[src/rtl/aes256_pkg.sv]
// aes256_pkg: shared AES-256 key-schedule types, constants and helpers.
// Provides word/byte typedefs, the expander FSM state type, NR/NK, the Rcon table
// and the RotWord helper.
package aes256_pkg;
    typedef logic [7:0] byte_t;
    typedef logic [31:0] word_t;
    typedef enum logic {IDLE, RUN} state_t;
    localparam int NR = 14;
    localparam int NK = 8;
    localparam byte_t RCON [8] = '{8'h00, 8'h01, 8'h02, 8'h04, 8'h08, 8'h10, 8'h20, 8'h40};
    function automatic word_t rot_word(input word_t w);
        return {w[23:0], w[31:24]};
    endfunction
endpackage

[src/rtl/aes256_sbox.sv]
// aes256_sbox: combinational AES forward S-box for one byte.
// Ports: a - input byte; s - substituted byte.
module aes256_sbox
    import aes256_pkg::*;
(
    input  byte_t a,
    output byte_t s
);
    localparam logic [2047:0] SBOX = {
        128'h637c777bf26b6fc53001672bfed7ab76, 128'hca82c97dfa5947f0add4a2af9ca472c0,
        128'hb7fd9326363ff7cc34a5e5f171d83115, 128'h04c723c31896059a071280e2eb27b275,
        128'h09832c1a1b6e5aa0523bd6b329e32f84, 128'h53d100ed20fcb15b6acbbe394a4c58cf,
        128'hd0efaafb434d338545f9027f503c9fa8, 128'h51a3408f929d38f5bcb6da2110fff3d2,
        128'hcd0c13ec5f974417c4a77e3d645d1973, 128'h60814fdc222a908846eeb814de5e0bdb,
        128'he0323a0a4906245cc2d3ac629195e479, 128'he7c8376d8dd54ea96c56f4ea657aae08,
        128'hba78252e1ca6b4c6e8dd741f4bbd8b8a, 128'h703eb5664803f60e613557b986c11d9e,
        128'he1f8981169d98e949b1e87e9ce5528df, 128'h8ca1890dbfe6426841992d0fb054bb16
    };
    // Entry 0 sits in the top byte, so the offset of entry a is 8*(255-a) = {~a, 3'b000}.
    assign s = SBOX[{~a, 3'b000} +: 8];
endmodule

[src/rtl/aes256_key_expand.sv]
// aes256_key_expand: sequential AES-256 key schedule, one 128-bit round key per handshake.
// Ports: clk/rst_n (async active-low); start+key request an expansion; busy while running;
// rk_valid/rk_ready handshake roundkey tagged with rk_round; done pulses after round 14.
module aes256_key_expand
    import aes256_pkg::*;
(
    input  logic              clk,
    input  logic              rst_n,
    input  logic              start,
    input  logic [32*NK-1:0]  key,
    output logic              busy,
    output logic              rk_valid,
    input  logic              rk_ready,
    output logic [3:0]        rk_round,
    output logic [127:0]      roundkey,
    output logic              done
);
    state_t state;
    logic [127:0] prev, cur;
    logic [3:0] r_next;
    logic even;
    word_t t_in, t_sub, t, n0, n1, n2, n3;

    // The window {prev, cur} holds rounds r-2 and r-1 when round r is being built.
    assign r_next = rk_round + 4'd1;
    assign even = rk_round[0];
    assign t_in = even ? rot_word(cur[31:0]) : cur[31:0];
    assign t = t_sub ^ (even ? {RCON[r_next[3:1]], 24'h0} : 32'h0);
    assign n0 = prev[127:96] ^ t;
    assign n1 = prev[95:64] ^ n0;
    assign n2 = prev[63:32] ^ n1;
    assign n3 = prev[31:0] ^ n2;

    for (genvar i = 0; i < 4; i++) begin : g_sub
        aes256_sbox u_sbox (.a(t_in[8*i +: 8]), .s(t_sub[8*i +: 8]));
    end

    always_ff @(posedge clk or negedge rst_n) begin
        if (!rst_n) begin
            state <= IDLE;
            busy <= 1'b0;
            rk_valid <= 1'b0;
            done <= 1'b0;
            rk_round <= 4'd0;
            roundkey <= '0;
            prev <= '0;
            cur <= '0;
        end else begin
            done <= 1'b0;
            if (state == IDLE) begin
                if (start) begin
                    state <= RUN;
                    busy <= 1'b1;
                    rk_valid <= 1'b1;
                    prev <= key[255:128];
                    cur <= key[127:0];
                    roundkey <= key[255:128];
                    rk_round <= 4'd0;
                end
            end else if (rk_ready) begin
                if (rk_round == 4'(NR)) begin
                    state <= IDLE;
                    busy <= 1'b0;
                    rk_valid <= 1'b0;
                    done <= 1'b1;
                end else if (rk_round == 4'd0) begin
                    // Round 1 is the second key half, already sitting in cur.
                    roundkey <= cur;
                    rk_round <= r_next;
                end else begin
                    prev <= cur;
                    cur <= {n0, n1, n2, n3};
                    roundkey <= {n0, n1, n2, n3};
                    rk_round <= r_next;
                end
            end
        end
    end
endmodule

[config.mk]
export PLATFORM = sky130hd
export DESIGN_NAME = aes256_key_expand
export DESIGN_NICKNAME = d
export VERILOG_FILES = /design/src/rtl/aes256_pkg.sv /design/src/rtl/aes256_sbox.sv /design/src/rtl/aes256_key_expand.sv
export SDC_FILE = /design/constraint.sdc
export NUM_CORES = 2
export LEC_CHECK = 0
export BUFFER_PORTS_ARGS = -buffer_cell sky130_fd_sc_hd__buf_2
export CORE_AREA = 2 2 214 374
export CTS_CLUSTER_SIZE = 20
export DETAILED_ROUTE_END_ITERATION = 8
export DIE_AREA = 0 0 216 376
export GPL_TIMING_DRIVEN = 0
export SYNTH_ARGS = -nofsm -noshare
export SYNTH_HDL_FRONTEND = slang
export SYNTH_HIERARCHICAL = 1
export SYNTH_SLANG_ARGS = --single-unit
[constraint.sdc]
create_clock -name clk -period 6.2 [get_ports clk]
set_clock_uncertainty 0.15 [all_clocks]
set_input_delay 0.31 -clock clk [delete_from_list [all_inputs] [get_ports clk]]
set_output_delay 0.31 -clock clk [all_outputs]
set_load 0.005 [all_outputs]
==> results of run 1 <==
metal layers:
layer | GRT usage [%] | GRT overflow
met3 | 45.71 | 1
met1 | 66.58 | 1
met4 | 72.62 | 97
met5 | 10.79 | 0
met2 | 90.74 | 121
cell usage after synthesis, types with 83 or more instances:
library cell and instances:
clkbuf_1 199, a31oi_1 126, nor3_1 150, o21ai_0 270
inv_1 90, a211oi_1 83, nand2b_1 90, o21ai_1 239
a21oi_1 280, o211ai_1 102, dfrtp_1 391, buf_2 157
nand2_1 402, nor2_1 374, a22oi_1 149, mux2i_1 91
what timing repair did:
action                                 CTS
setup buffers                           10
endpoints found under the hold margin  417
setup endpoints to repair              202
gates resized for setup                 80
hold buffers                           227
pin swaps                                4
through the flow:
step / TNS, ns / cell area (um^2) / instances / util, %
after floorplan: 0 / 34890 / 4411 / -
after global placement: -1253.25 / 38150 / 5840 / 48.74
after detailed placement: -114.45 / 38250 / 5843 / 48.87
after CTS: 0 / 42200 / 6143 / 53.92
cells by family after synthesis:
group	after synthesis
adder cells (fa/ha/maj)	63
AND/OR/NAND/NOR	1355
flip-flops	391
multiplexers	151
XOR/XNOR	157
AO/OA/AOI/OAI	1733
buffers and inverters	561
==> results by group, run 1 <==
Floorplanning
  – Top Ports: 395
  – Die W: 216 um
  – Die height: 376 um
  – Initial Util: 44.57%
  – # rows: 136

Global route
  – Gr usage total: 68.21%
  – Number of global-route vias before repair: 51,673
  – Grt ovf: 220
  – Largest net degree at the start of global routing: 112
  – First-pass GRT wire length: 401.5 mm

Clocking
  – CTS sink count: 391
  – H-tree lvl count: 2
  – Clock buffer depth: 3
  – Clock root cell: clkbuf_16
  – Cts bufs inserted: 39

Synthesis
  – Syn nets: 4,734
  – Synth Area in XOR/XNOR: 5.079%
  – Compound-Gate Fraction of Synth Area: 32.94%
  – Synthesized instance count: 4,411
  – Post-Synth Simple-Gate Area: 18.69%
  – Area contributors post-synth: dfrtp_1, nand2_1, nor2_1, a21oi_1, o21ai_0
  – Adder-cell area share of the yosys netlist: 2.260%
  – Seq/Total Area, Yosys: 28.05%
  – Synth cell types: 94
  – Proportion of synthesized area in mux cells: 4.978%
  – Cell accounting for the most synthesized area: dfrtp_1
  – Largest family of logic cells by synthesized area: compound AO/OA/AOI/OAI gates
  – Post-synth top area share: 28.05%
  – Post-synth EDFFs: 0
  – Count of state elements after synthesis: 391
  – Synth Flop Type: dfrtp_1
  – Async S/R FF share, synth: 100.0%
  – Ys Warns: 6
  – Post-Syn Area: 34,890 um^2
  – Syn_area_per_cell: 7.909 um^2

Status
  – Run Error: [ERROR GRT-0116] Global routing finished with congestion. Check the congestion regions in the DRC Viewer.
  – Outcome: aborted with a tool error
  – Failing step: 5_1_grt

Placement
  – RD Place Congestion: 1.249
  – DPL Wire Length: 183.1 mm
  – # port buffers: 394
  – Pre-CTS WS: -1.549 ns
==> inputs of run 2 (changes only) <==
CORE_AREA = 2 2 345 347   (was 2 2 214 374)
CTS_CLUSTER_SIZE = unset   (was 20)
DIE_AREA = 0 0 347 349   (was 0 0 216 376)
PLACE_DENSITY_LB_ADDON = 0.15   (was unset)
==> run 2 against run 1 <==
- the flow now finishes, with violations (negative setup slack)
- synthesized cell count unchanged
- synthesized area did not move
==> results by group, run 2 <==
Worst setup path
  – R2r setup slk: -0.04 ns
  – Worst Setup SP: rk_round[0]$_DFFE_PN0P_
  – WP data required: 6.53 ns
  – CP Data Arrival Time: 6.57 ns
  – Worst reg2reg endpoint: roundkey[15]$_DFFE_PN0P_
  – Critical Path Fanout Max: 11
  – Crit Reg-Reg Startpoint: rk_round[0]$_DFFE_PN0P_
  – CP startpoint kind: register
  – Worst setup endpoint: roundkey[15]$_DFFE_PN0P_
  – Register-to-Register Path Depth: 17
  – Crit end category: register
  – Kind of critical path: register to register

Final layout
  – Layout cells sized above 1: 19.86%
  – Area Overhead vs Synth: 26.04%
  – Finished Layout Cells: 6,702
  – Largest regs: cur x128, prev x128, roundkey x128
  – Area of the multi-input gates: 23,140 um^2
  – Layout Utilization: 37.44%
  – Total area of sequential cells: 9786 um^2
  – Commonest non-fill, non-tap cell in the layout: buf_2
  – Nets: 5,452
  – FILL cells: 12,294
  – Most frequent cells in the layout: buf_2, nand2_1, dfrtp_1

Timing
  – Final min period: 6.241 ns
  – Worst-Margin Slew: 1.205 ns
  – Period utilisation layout: 100.7%
  – RSZ-0062 raised after global routing: true
  – Setup TNS: -0.1258 ns
  – Slew Viols, Final: 0
  – F_max: 160.2 MHz
  – Worst Setup Slack, final: -0.04095 ns
  – Slew HR: 19.65%
  – Final hold vios: 0
  – # setup viols final: 4

Synthesis
  – Count of state elements after synthesis: 391 (unchanged)
  – Post-synth top cells: nand2_1, dfrtp_1, nor2_1
  – Post-Synth Simple-Gate Area: 18.69% (unchanged)
  – Synth cell types: 94 (unchanged)
  – Post-synth top area share: 28.05% (unchanged)
  – Async S/R FF share, synth: 100.0% (unchanged)
  – Area contributors post-synth: dfrtp_1, nand2_1, nor2_1, a21oi_1, o21ai_0
  – Adder-cell area share of the yosys netlist: 2.260% (unchanged)
  – Synthesized instance count: 4,411 (unchanged)
  – Compound-Gate Fraction of Synth Area: 32.94% (unchanged)
  – Largest family of logic cells by synthesized area: compound AO/OA/AOI/OAI gates
  – Syn nets: 4,734 (unchanged)
  – Post-synth EDFFs: 0 (unchanged)
  – Ys Warns: 6 (unchanged)
  – Cell accounting for the most synthesized area: dfrtp_1
  – Syn_area_per_cell: 7.909 um^2 (unchanged)
  – Proportion of synthesized area in mux cells: 4.978% (unchanged)
  – Post-Syn Area: 34,890 um^2 (unchanged)
  – Synth Area in XOR/XNOR: 5.079% (unchanged)
  – Synth Flop Type: dfrtp_1
  – Count leader, synth: nand2_1
  – Seq/Total Area, Yosys: 28.05% (unchanged)

Detailed routing
  – Drt pass-1 iters: 9
  – Max layer used: met5
  – WL/cell: 37.67 um
  – Final ANT Viol Nets: 0
  – Vias/cell: 6.460
  – DRC: 0
  – M1 WL: 95.96 mm
  – Met2 WL: 111.8 mm
  – Met3 wire length: 24.14 mm
  – Routed vias: 43,292
  – Total routed wirelength: 252.5 mm
  – Iteration-0 DRC Markers: 6,172

Global route
  – Largest net degree at the start of global routing: 111
  – Number of global-route vias before repair: 41,889
  – Antenna violations before repair: 16
  – Grt ovf: 0
  – First-pass GRT wire length: 346.4 mm
  – Gr usage total: 40.16%

Clocking
  – Clock root cell: clkbuf_16
  – Clock buffer depth: 3 (unchanged)
  – Clock Pin Slew Worst Setup and Hold Paths: 0.06 ns
  – TritonCTS clock tree: yes
  – CTS sink count: 391 (unchanged)
  – Clk_lat worst skew: 0.63 ns
  – H-tree lvl count: 2 (unchanged)
  – Cts bufs inserted: 46 (+18%)

Placement
  – Placed cell count: 6,346 (+8.6%)
  – # port buffers: 394 (unchanged)
  – DPL Wire Length: 192.4 mm (+5.1%)
  – RD Place Congestion: 1.003 (-20%)
  – Pre-CTS WS: -2.620 ns (-1.070 ns)

Status
  – Outcome: finished, violations left
  – Violated checks: negative setup slack

Hold path
  – Cells on Worst Hold Path: 3
  – Hold WC Path Type: input pin to register

Floorplanning
  – Die W: 347 um (+61%)
  – # rows: 126 (-7.4%)
  – Core region area: 117,500 um^2
  – Initial Util: 29.70% (-15 points)
  – Die area: 121,100 um^2
  – Top Ports: 395 (unchanged)
  – Die height: 349 um (-7.2%)

Run
  – Max Cap Violations: 0
-- run 2: cell counts after synthesis --
Identical to the previous run, type by type.
-- run 2: worst min-delay path by stage --
stage                                        start                         to  slack, ns
after floorplan                              rst_n         cur[0]$_DFFE_PN0P_      -0.14
final                                     key[102]       cur[102]$_DFFE_PN0P_       0.02
after CTS                                 key[102]       cur[102]$_DFFE_PN0P_       0.01
after global placement    roundkey[66]$_DFFE_PN0P_   roundkey[66]$_DFFE_PN0P_       0.32
after detailed placement                     rst_n  roundkey[110]$_DFFE_PN0P_       0.07
after global routing                      key[102]       cur[102]$_DFFE_PN0P_       0.02
-- run 2: per-stage QoR --
step / cell area (um^2) / hold slack [ns]
after floorplan: 34890 / -0.1356
after global placement: 38780 / 0.3211
after detailed placement: 38910 / 0.06953
after CTS: 43640 / 0.01169
after global routing: 43960 / 0.01894
final: 43970 / 0.01735
-- run 2: repair_timing --
item | in CTS | in global routing
setup endpoints to repair | 237 | 72
endpoints found under the hold margin | 599 | 0
resized for setup | 119 | 53
pin swaps | 6 | 6
buffers inserted | 11 | 5
hold buffers | 260 | 0
-- run 2: layer usage --
layer / vias to the layer above / track usage, %
met3: 810 / 8.218
li1: 17837 / -
met1: 21575 / 49.88
met4: 22 / 25.94
met5: - / 0
met2: 3048 / 63.31
-- run 2: cell type report --
type,instances,share of cell area (%)
Timing Repair Buffer,675,11.02
Multi-Input combinational cell,3459,52.62
Clock inverter,13,0.3244
Clock buffer,66,2.971
Tap cell,1536,4.371
Antenna cell,6,0.03415
Sequential cell,391,22.25
Buffer,461,5.549
Inverter,95,0.8537
-- run 2: cell families (layout without fill, tap and decap cells) --
kind of cell    count (synthesis)  after routing
compound gates               1733           1733
xor+xnor                      157            157
fa+ha+maj                      63             63
buf+inv                       561           1310
flops                         391            391
mux                           151            151
other cells                     0              6
simple gates                 1355           1355
-- run 2: worst max-delay path, cell delays in order (launching register included) --
cell,delay (ns)
dfrtp_2,0.45
buf_4,0.29
buf_2,0.31
mux2_4,0.39
buf_4,0.27
inv_1,0.18
ha_1,0.24
buf_4,0.19
and2_4,0.21
o311ai_0,0.67
a31oi_1,0.33
o31ai_2,0.57
xnor3_1,0.64
xor2_4,0.35
xor2_1,0.21
nor2_1,0.10
a211oi_4,0.38
nor3_1,0.12
Power of run 2 is left out: the tool's default activity adds up to more than one toggle a clock period on the data nets, which glitch-free logic cannot reach.
